===== src/rtl/ifetch_pkg.sv =====
// Shared types and constants for the instruction fetch stage.
package ifetch_pkg;

    typedef enum logic [1:0] {
        IDLE  = 2'd0,
        REQ   = 2'd1,
        HOLD  = 2'd2,
        DRAIN = 2'd3
    } state_t;

    // RV32I canonical NOP (addi x0, x0, 0), substituted on a misaligned fetch.
    localparam logic [31:0] NOP = 32'h00000013;

endpackage


===== src/rtl/ifetch.sv =====
// Single-outstanding instruction fetch FSM: IDLE -> REQ -> HOLD, with DRAIN to swallow a flushed response.
// Optional misaligned-PC trap when IFETCH_MISALIGN_CHECK_EN is defined; otherwise addresses are word-aligned.
module ifetch
    import ifetch_pkg::*;
(
    input  logic        clk,
    input  logic        rst_n,
    input  logic [31:0] pc_in,
    input  logic        flush,
    output logic        mem_req,
    output logic [31:0] mem_addr,
    input  logic        mem_ack,
    input  logic [31:0] mem_rdata,
    output logic [31:0] instr,
    output logic [31:0] instr_pc,
    output logic        instr_valid,
    input  logic        instr_ready,
    output logic        pc_advance,
    output logic        fetch_fault
);

    state_t state;

    // NOTE: sequential state uses non-blocking assignments so every flop samples pre-edge values.
    always_ff @(posedge clk) begin
        if (!rst_n) begin
            state    <= IDLE;
            mem_addr <= '0;
            instr    <= '0;
            instr_pc <= '0;
        end else begin
            case (state)
                IDLE: begin
`ifdef IFETCH_MISALIGN_CHECK_EN
                    if (pc_in[1:0] != 2'b00) begin
                        instr    <= NOP;
                        instr_pc <= pc_in;
                        state    <= HOLD;
                    end else
`endif
                    begin
                        mem_addr <= {pc_in[31:2], 2'b00};
                        state    <= REQ;
                    end
                end
                REQ: begin
                    if (mem_ack) begin
                        if (!flush) begin
                            instr    <= mem_rdata;
                            instr_pc <= mem_addr;
                            state    <= HOLD;
                        end else begin
                            state    <= IDLE;
                        end
                    end else if (flush) begin
                        state <= DRAIN;
                    end
                end
                HOLD: begin
                    if (flush || instr_ready) begin
                        state <= IDLE;
                    end
                end
                DRAIN: begin
                    // The outstanding response must still be consumed; its data is dropped.
                    if (mem_ack) begin
                        state <= IDLE;
                    end
                end
                default: state <= IDLE;
            endcase
        end
    end

`ifdef IFETCH_MISALIGN_CHECK_EN
    logic fault_q;

    // Refreshed on every fetch start, so it always describes the word held in HOLD.
    always_ff @(posedge clk) begin
        if (!rst_n) begin
            fault_q <= 1'b0;
        end else if (state == IDLE) begin
            fault_q <= (pc_in[1:0] != 2'b00);
        end
    end

    assign fetch_fault = fault_q;
`else
    logic unused_pc_lsbs;

    assign unused_pc_lsbs = ^pc_in[1:0];
    assign fetch_fault    = 1'b0;
`endif

    assign mem_req     = (state == REQ) || (state == DRAIN);
    assign instr_valid = (state == HOLD);
    assign pc_advance  = instr_valid && instr_ready && !flush;

endmodule


===== config.mk =====
export PLATFORM = sky130hd
export DESIGN_NAME = ifetch
export DESIGN_NICKNAME = d
export VERILOG_FILES = /design/src/rtl/ifetch_pkg.sv /design/src/rtl/ifetch.sv
export SDC_FILE = /design/constraint.sdc
export NUM_CORES = 1
export LEC_CHECK = 0
export ABC_AREA = 0
export CAP_MARGIN = 10
export CORE_MARGIN = 2
export CORE_UTILIZATION = 38
export DETAILED_ROUTE_END_ITERATION = 7
export GPL_TIMING_DRIVEN = 0
export PLACE_DENSITY = 0.77
export SYNTH_ARGS = -nofsm -noshare
export SYNTH_HDL_FRONTEND = slang
export SYNTH_SLANG_ARGS = --single-unit

===== constraint.sdc =====
create_clock -name clk -period 1.5 [get_ports clk]
set_clock_uncertainty 0.1 [all_clocks]
set_input_delay 0.225 -clock clk [delete_from_list [all_inputs] [get_ports clk]]
set_output_delay 0.225 -clock clk [all_outputs]
set_load 0.01 [all_outputs]

Word level (Yosys, flattened, before mapping):

Index checks and enable logic that the tools add are counted.

* bits in registers: 94

* reductions and logical operators: 8
* bitwise gates (word level): 1
* muxes and demuxes: 6
* eq/ne operators: 6

Operators with widths (count)
* $mux 2: 5
* $pmux 2 s4: 1
* $reduce_and 3->1: 2
* $eq 2x2->1 const B: 2
* $ne 3x3->1 const B: 1
* $eq 2x1->1 const B: 1
* $logic_and 1x1->1: 2
* $logic_not 2->1: 1
* $logic_or 1x1->1: 2
* $ne 2x1->1 const B: 1
* $ne 2x2->1 const B: 1
* $logic_not 1->1: 1
* $not 1->1: 1

Logic depth before layout (Yosys ltp):

Gate-level depths: netlist (run 1).

* word-level depth: 3
* depth in mapped cells: 5
* gate-level depth less buffers: 3

Worst setup path before layout (run 1):

No wires, ideal clock.

* path kind: register to register
* start: reg state[0]
* end: reg instr_pc[24]
* clock period less this slack: 1.211 ns
* buffers on the path: 2
* path slack: 0.289 ns
* arrival time: 1.045 ns
* stages on the path, launching flop included: 6
* cell sequence: dfxtp_1 and4bb_1 buf_6 buf_8 nand2_1 a21boi_2

* longest elaborated chain between the ends: 2

Ends and longest elaborated chain
* from (decl): line ifetch.sv:22 `state_t state;`
* from (signal assigned): line ifetch.sv:27 `state <= IDLE;`
* from (signal assigned): line ifetch.sv:43 `state <= REQ;`
* from (signal assigned): line ifetch.sv:51 `state <= HOLD;`
* $eq 2x1->1: line ifetch.sv:32 `case (state)`
* $reduce_and 3->1 (no source line)
* to (signal assigned): line ifetch.sv:50 `instr_pc <= mem_addr;`
* to (decl): line ifetch.sv:15 `output logic [31:0] instr_pc,`

Every way passes these cells.
A chain may end at the register's enable or synchronous reset.

Final worst setup path (run 1):

* start: reg state[0]
* end: out pc_advance

* longest elaborated chain between the ends: 3

Ends and longest elaborated chain
* $eq 2x2->1: line ifetch.sv:96 `assign instr_valid = (state == HOLD);`
* $logic_and 1x1->1 (2 in series): line ifetch.sv:97 `assign pc_advance = instr_valid && instr_ready && !flush;`
* to (decl): line ifetch.sv:18 `output logic pc_advance,`

Every way passes these cells.

==> metrics.txt, run 1 <==
status=finished with violations; failing checks=negative setup slack; Vias=3,383; site row count=36; Routed WL per cell=14.0 um; vias in the first global route=3,406; required time of the critical path=1.17 ns; synth unique cells=19; Hold Path End=instr[4]$_SDFFE_PN0P_; Starting Density=39.1%; Top Ports=169; CTS tree=built; area fraction of the dominant cell type after synthesis=49.2%; Setup CP Type=flip-flop to primary output; GPL Wtd Cong=0.720; RSZ-0062 raised after global routing=true; Antenna Nets Post-Route=0; Mapped Avg Cell Area=9.09 sq um; Critical R2R Launch=state[0]$_SDFFE_PN0P_; CP arrival=1.23 ns; first-pass GRT wire length=16,300 um; nets=676; CP max FO=3; pre-CTS setup slack=-0.335 ns; area delta synth->final=56.6%; Worst-Skew Late Latency=0.35 ns; maxcap violations=0; Starting DRT DRC Count=118; critical path capture point type=primary output; Synth area leader=dfxtp_1; Period Utilization, post-route=103%; clk sinks=94; worst r2r dst=instr_pc[3]$_SDFFE_PN0P_; Setup Viol. Count Final=2; worst hold path type=primary input to flip-flop; Final Hold Fails=0; WHS=0.141 ns; I/O Buffers=160; WL final=10,400 um; maximum clock frequency=0.644 GHz; clk slew on worst S/H paths=0.09 ns; placed cell area=0.00561 sq mm; worst-case reg-to-reg path depth=7; core area=0.00977 sq mm; min Tclk post-route=1.55 ns; H-tree levels=3; Syn Std Cell Area=0.00382 sq mm; Max Slew Vio Count=0; YS warnings=0; setup ws final=-0.0521 ns; Congestion Overflow GR=0; Detail Placement HPWL=7500 um; Initial DRT Pass Iterations=4; die width=104 um; die span in y=104 um; die area=0.0109 sq mm; drc violations=0; vias per cell=4.55; post-route cell area=0.00599 sq mm; register area share after synthesis=49.2%; flops & latches, synth=94; Final Util=61.3%; Peak VDD IR=0.483 mV; Root Driver=clkbuf_8; Worst R2R Setup Slack=0 ns; PwrDens=884 mW/mm^2; initial antenna violation count=0; Leak=0.00257 uW; setup TNS=-0.0557 ns; Max clock buf depth=2; ANT cells=0; hold path start=rst_n; share of layout cells above drive strength 1=23.2%; critical path launch point type=flip-flop; Num CTS Buffers=9; WHS Path Cells=2; pin count of the biggest net entering global routing=15; all-layer global routing usage=18.4%; Syn Inst Count=421; dominant cells by area after synthesis=dfxtp_1, nand2_1, a21boi_2
[worst max-delay path by stage]
stage / startpoint / endpoint / slack (ns) / depth (start not counted)
after floorplan: state[0]$_SDFFE_PN0P_ / instr_pc[24]$_SDFFE_PN0P_ / 0.29 / 5
after global placement: flush / pc_advance / -0.30 / 3
after detailed placement: flush / instr_pc[26]$_SDFFE_PN0P_ / -0.33 / 6
after CTS: state[0]$_SDFFE_PN0P_ / instr_pc[13]$_SDFFE_PN0P_ / -0.09 / 7
after global routing: state[0]$_SDFFE_PN0P_ / pc_advance / -0.1 / 3
final: state[0]$_SDFFE_PN0P_ / pc_advance / -0.05 / 3
[registers in the layout, summed over array words and instances (netlist names)]
signal	cells
instr	32
mem_addr	30
instr_pc	30
state	2
[report_power, final]
part	leakage [uW]	switching [uW]	internal (uW)
sequential	0.000767	71.4	2600
clock	0.0000994	849	930
combinational	0.00170	372	470
total	0.00257	1290	4000
[cell families after synthesis]
logic type / synth area share (%)
flip-flops: 49.2
AND/OR/NAND/NOR: 19.8
other: 0.0980
buffers and inverters: 6.48
AO/OA/AOI/OAI: 24.5
[final cells by class]
type	instances	area [sq um]
multi-input cells	294	1780
well taps	133	166
flip-flops and latches	94	1890
plain buffers	35	268
inverters	1	3.75
clock inverters	4	72.6
fillers	928	3790
repair buffers	172	1680
clock buffers	11	131
[placed cells by master, fill, tap and decap left out, drive strengths merged]
cell / netlist / layout
nand2: 186 / 186
dfxtp: 94 / 94
a21boi: 93 / 93
dlygate4sd2: 0 / 92
clkdlybuf4s50: 0 / 65
buf: 24 / 32
clkbuf: 12 / 29
conb: 1 / 5
nor2: 3 / 3
bufinv: 0 / 2
and2b: 1 / 1
and3b: 1 / 1
and4bb: 1 / 1
nand4bb: 1 / 1
or2: 1 / 1
inv: 1 / 1
o211ai: 1 / 1
a21oi: 1 / 1
clkinvlp: 0 / 1
clkinv: 0 / 1
[per-stage QoR]
stage | std cells | power, uW
after CTS | 738 | 5270
after global routing | 744 | 5500
after global placement | 718 | 3550
final | 744 | 5290
after detailed placement | 718 | 3570
after floorplan | 425 | 3090
[worst max-delay path, cell delays in order (launching register included)]
cell and delay [ns]:
dfxtp_4 0.36, and2b_2 0.23, and3b_1 0.17, buf_2 0.13
[layer usage]
layer | track usage [%] | vias to the layer above | part of all wire [%]
li1 | - | 1713 | -
met3 | 4.51 | 15 | 5.6
met4 | 6.27 | 0 | 1.5
met1 | 21.1 | 1562 | 42
met5 | 0 | - | 0
met2 | 33.1 | 93 | 51
[what timing repair did]
action	CTS	global route
gates resized for setup	110	51
setup buffers	5	0
gates cloned	0	7
hold buffers	0	0
pin swaps	0	8
hold endpoints to repair	0	0
endpoints found under the setup margin	98	68
[cells in the mapped netlist]
cell type  instances
a21boi_0          33
a21boi_2          60
a21oi_1            1
and2b_1            1
and3b_1            1
and4bb_1           1
buf_2             12
buf_4              5
buf_6              1
buf_8              6
clkbuf_1          12
conb_1             1
dfxtp_1           94
inv_1              1
nand2_1          186
nand4bb_1          1
nor2_1             3
o211ai_1           1
or2_2              1
(Power assumes the default switching activity.)
==> run 2, diff against run 1 <==
- CORE_UTILIZATION: 38 -> 35
- PLACE_DENSITY: 0.77 -> 0.72
==> metrics.txt, run 2 (synthesized netlist as in run 1, its figures left out) <==
Peak VDD IR=0.408 mV; I/O Buffers=160; CP arrival=1.27 ns; site row count=38; Max Slew Vio Count=0; clock share of power=31.4%; CTS tree=built; Int Pwr=3770 uW; drc violations=0; PwrDens=879 mW/mm^2; Top Registers=instr x32, instr_pc x30, mem_addr x30; Setup Viol. Count Final=2; most frequent cells in the layout=nand2_1, dlygate4sd2_1, dfxtp_1, clkdlybuf4s50_1, a21boi_2; die width=109 um; Starting Density=35.6%; Root Driver=clkbuf_8; first-pass GRT wire length=15,800 um; status=finished with violations; min Tclk post-route=1.60 ns; Detail Placement HPWL=7510 um; maximum clock frequency=0.626 GHz; vias in the first global route=3,360; RSZ-0062 raised after global routing=true; worst hold path type=primary input to flip-flop; Starting DRT DRC Count=65; required time of the critical path=1.17 ns; Top Ports=169; final std cells w/o fill=739; Num CTS Buffers=9; Biggest register=instr; Final Util=53.0%; setup ws final=-0.0981 ns; WL final=9880 um; core area=0.0107 sq mm; Routed WL per cell=13.4 um; Period Utilization, post-route=107%; die area=0.0118 sq mm; clk sinks=94; critical path capture point type=primary output; clk slew on worst S/H paths=0.09 ns; Tot Pwr=5010 uW; initial antenna violation count=0; Max clock buf depth=2; post-CTS setup buffers=0; Combinational Power Share=15.3%; nets=665; Initial DRT Pass Iterations=4; sequential power share=53.3%; maxcap violations=0; placed instance count=725; Congestion Overflow GR=0; H-tree levels=3; Setup CP Type=flip-flop to primary output; vias per cell=4.46; Final Hold Fails=0; max reg flops=32; pin count of the biggest net entering global routing=14; # hold bufs at CTS=0; failing checks=negative setup slack; CP max FO=8; Vias=3,298; ANT cells=0; switching power=1230 uW; critical path launch point type=flip-flop; area delta synth->final=48.9%; Sw Ratio=24.7%; GPL Wtd Cong=0.724; Antenna Nets Post-Route=0; Leak=0.00245 uW; commonest non-fill, non-tap cell in the layout=nand2_1; share of layout cells above drive strength 1=16.9%; all-layer global routing usage=17.3%; Worst-Skew Late Latency=0.35 ns; die span in y=109 um
-- run 2: changes by cell type in the layout (fill, tap and decap cells not counted), moves of 4 or more --
cell	delta
clkbuf_16	-6
nand2_2	-23
buf_6	-4
clkbuf_4	+7
buf_4	-9
nand2_1	+23
-- run 2: stage by stage --
step	instance area, sq um	setup WS, ns	TNS [ns]	hold WS, ns
floorplan	3840	0.289	0	0.270
global placement	5620	-0.312	-15.14	0.351
detailed placement	5620	-0.341	-18.52	0.357
CTS	5680	-0.119	-0.235	0.118
global route	5700	-0.149	-0.293	0.130
finish	5700	-0.0981	-0.184	0.128
-- run 2: what timing repair did --
action / in CTS / in global routing
resized for setup: 102 / 11
endpoints found under the setup margin: 97 / 66
pin swaps: 1 / 0
-- run 2: cell type report --
class	count	area, sq um
inverter	1	3.75
timing repair buffer	160	1490
fill	1082	5050
sequential	94	1890
clock inverter	2	35.0
buffer	36	264
tap	140	175
clock buffer	12	135
multi-input combinational	294	1710
-- run 2: path summary, 6_finish.rpt --
path / startpoint / end / slack (ns) / depth (start not counted)
max: state[0]$_SDFFE_PN0P_ / instr_valid / -0.1 / 2
min: rst_n / instr[3]$_SDFFE_PN0P_ / 0.13 / 2
max reg2reg: state[1]$_SDFFE_PN0P_ / instr[1]$_SDFFE_PN0P_ / 0.18 / 5
min reg2reg: instr[18]$_SDFFE_PN0P_ / instr[18]$_SDFFE_PN0P_ / 0.36 / 2
-- run 2: per-layer routing --
metal	vias to the layer above	wire (um)	GRT usage (%)
met5	-	0	0
met4	0	125	6.59
met3	10	709	5.61
met2	95	4800	29.8
met1	1508	4250	19.9
li1	1685	-	-
-- run 2: critical path, stage by stage (launching register included) --
cell	delay, ns
dfxtp_4	0.37
and2b_1	0.23
dlygate4sd2_1	0.32
-- run 2: power groups by stage --
stage               clock network [uW]  logic, uW  registers (uW)
floorplan                            0        323            2770
detailed placement                   0        845            2730
CTS                               1610        779            2670
finish                            1570        767            2670
global placement                     0        830            2730
global route                      1720        843            2690
==> run 3, diff against run 2 <==
- CORE_MARGIN: 2 -> 8
- HOLD_SLACK_MARGIN: default -> 0.08
- TNS_END_PERCENT: default -> 30
==> metrics.txt, run 3 (synthesized netlist as in run 1, its figures left out) <==
clock share of power=29.5%; Starting DRT DRC Count=108; Initial DRT Pass Iterations=4; share of layout cells above drive strength 1=18.1%; Combinational Power Share=16.1%; clk slew on worst S/H paths=0.08 ns; Starting Density=35.6%; Setup Viol. Count Final=1; Top Ports=169; Routed WL per cell=14.8 um; pin count of the biggest net entering global routing=15; CP max stage delay=0.36 ns; switching power=1280 uW; maximum clock frequency=0.645 GHz; Crit-path slowest cell=dfxtp_4; setup ws final=-0.0510 ns; CP max FO=3; Vias=3,359; first-pass GRT wire length=17,400 um; maxcap violations=0; GPL Wtd Cong=0.744; setup TNS=-0.0510 ns; Antenna Nets Post-Route=0; Detail Placement HPWL=8480 um; critical path capture point type=primary output; site row count=38; Period Utilization, post-route=103%; sequential power share=54.4%; min Tclk post-route=1.55 ns; max reg flops=32; CP arrival=1.23 ns; Worst-Skew Late Latency=0.34 ns; Max clock buf depth=2; Sw Ratio=26.2%; Num CTS Buffers=9; clk sinks=94; final std cells w/o fill=743; vias in the first global route=3,479; critical path launch point type=flip-flop; initial antenna violation count=0; Biggest register=instr; failing checks=negative setup slack; Congestion Overflow GR=0; CTS tree=built; ANT cells=0; die span in y=121 um; Top delay family on crit path=simple AND/OR/NAND/NOR gates; RSZ-0062 raised after global routing=true; commonest non-fill, non-tap cell in the layout=nand2_1; placed instance count=725; drc violations=0; die area=0.0145 sq mm; required time of the critical path=1.17 ns; vias per cell=4.52; core area=0.0107 sq mm; all-layer global routing usage=14.8%; Leak=0.00245 uW; I/O Buffers=160; PwrDens=859 mW/mm^2; die width=121 um; worst hold path type=primary input to flip-flop; Int Pwr=3610 uW; Root Driver=clkbuf_8; H-tree levels=3; Peak VDD IR=0.483 mV; Setup CP Type=flip-flop to primary output; Final Hold Fails=0; nets=668; status=finished with violations; Top Registers=instr x32, instr_pc x30, mem_addr x30; area delta synth->final=49.0%; WL final=11,000 um; Max Slew Vio Count=0; most frequent cells in the layout=nand2_1, dfxtp_1, dlygate4sd2_1, clkdlybuf4s50_1, a21boi_2; worst path cell trace=and2b_2 > and3b_1 > buf_2; worst path bufs/invs=1
==> run 3: cell type report <==
class,instances,area (sq um)
Multi-Input combinational cell,294,1710
Clock inverter,4,25.0
Timing Repair Buffer,163,1500
Fill cell,1053,5050
Clock buffer,11,131
Tap cell,140,175
Buffer,36,262
Sequential cell,94,1890
Inverter,1,3.75
==> run 3: worst paths after layout <==
check                                start                        to  slack, ns  depth (start not counted)
hold / removal                       rst_n     instr[4]$_SDFFE_PN0P_       0.13                          2
hold reg to reg   instr_pc[6]$_SDFFE_PN0P_  instr_pc[6]$_SDFFE_PN0P_       0.37                          2
setup / recovery     state[0]$_SDFFE_PN0P_                pc_advance      -0.05                          3
setup reg to reg     state[0]$_SDFFE_PN0P_     instr[1]$_SDFFE_PN0P_       0.08                          6
==> run 3: power groups by stage <==
stage | sequential [uW] | combinational, uW | clock, uW
after floorplan | 2770 | 323 | 0
after global placement | 2730 | 839 | 0
after detailed placement | 2730 | 854 | 0
after CTS | 2670 | 806 | 1500
after global routing | 2680 | 865 | 1630
final | 2670 | 788 | 1440
==> run 3: worst reg2reg max path: stages (launching register included) <==
cell and delay, ns:
dfxtp_4 0.36, buf_4 0.15, nand4bb_1 0.09, clkbuf_4 0.21, buf_2 0.24, nand2_1 0.09
a21boi_2 0.13
==> run 3: repair_timing <==
item	4_1_cts	5_1_grt
cloned	0	0
pin swaps	0	1
buffers inserted	4	0
setup endpoints to repair	95	60
endpoints found under the hold margin	0	0
gates resized for setup	112	7
hold buffers	0	0
==> run 3: layer usage <==
| metal | track usage (%) | vias up | part of all wire [%] |
|---|---|---|---|
| li1 | - | 1691 | - |
| met5 | 0 | - | 0 |
| met1 | 17.0 | 1560 | 43 |
| met2 | 25.2 | 99 | 47 |
| met4 | 4.14 | 0 | 0.95 |
| met3 | 5.69 | 9 | 8.3 |
==> run 3: stage by stage <==
step                setup WS [ns]  hold slack (ns)  cell area, sq um  power [uW]  util, %
finish                    -0.0510            0.133              5700        4900     53.0
floorplan                   0.289            0.270              3840        3090        -
global route               -0.106            0.127              5700        5180     53.0
global placement           -0.295            0.350              5620        3570     52.3
detailed placement         -0.338            0.355              5620        3580     52.3
CTS                        -0.116            0.125              5700        4980     53.1
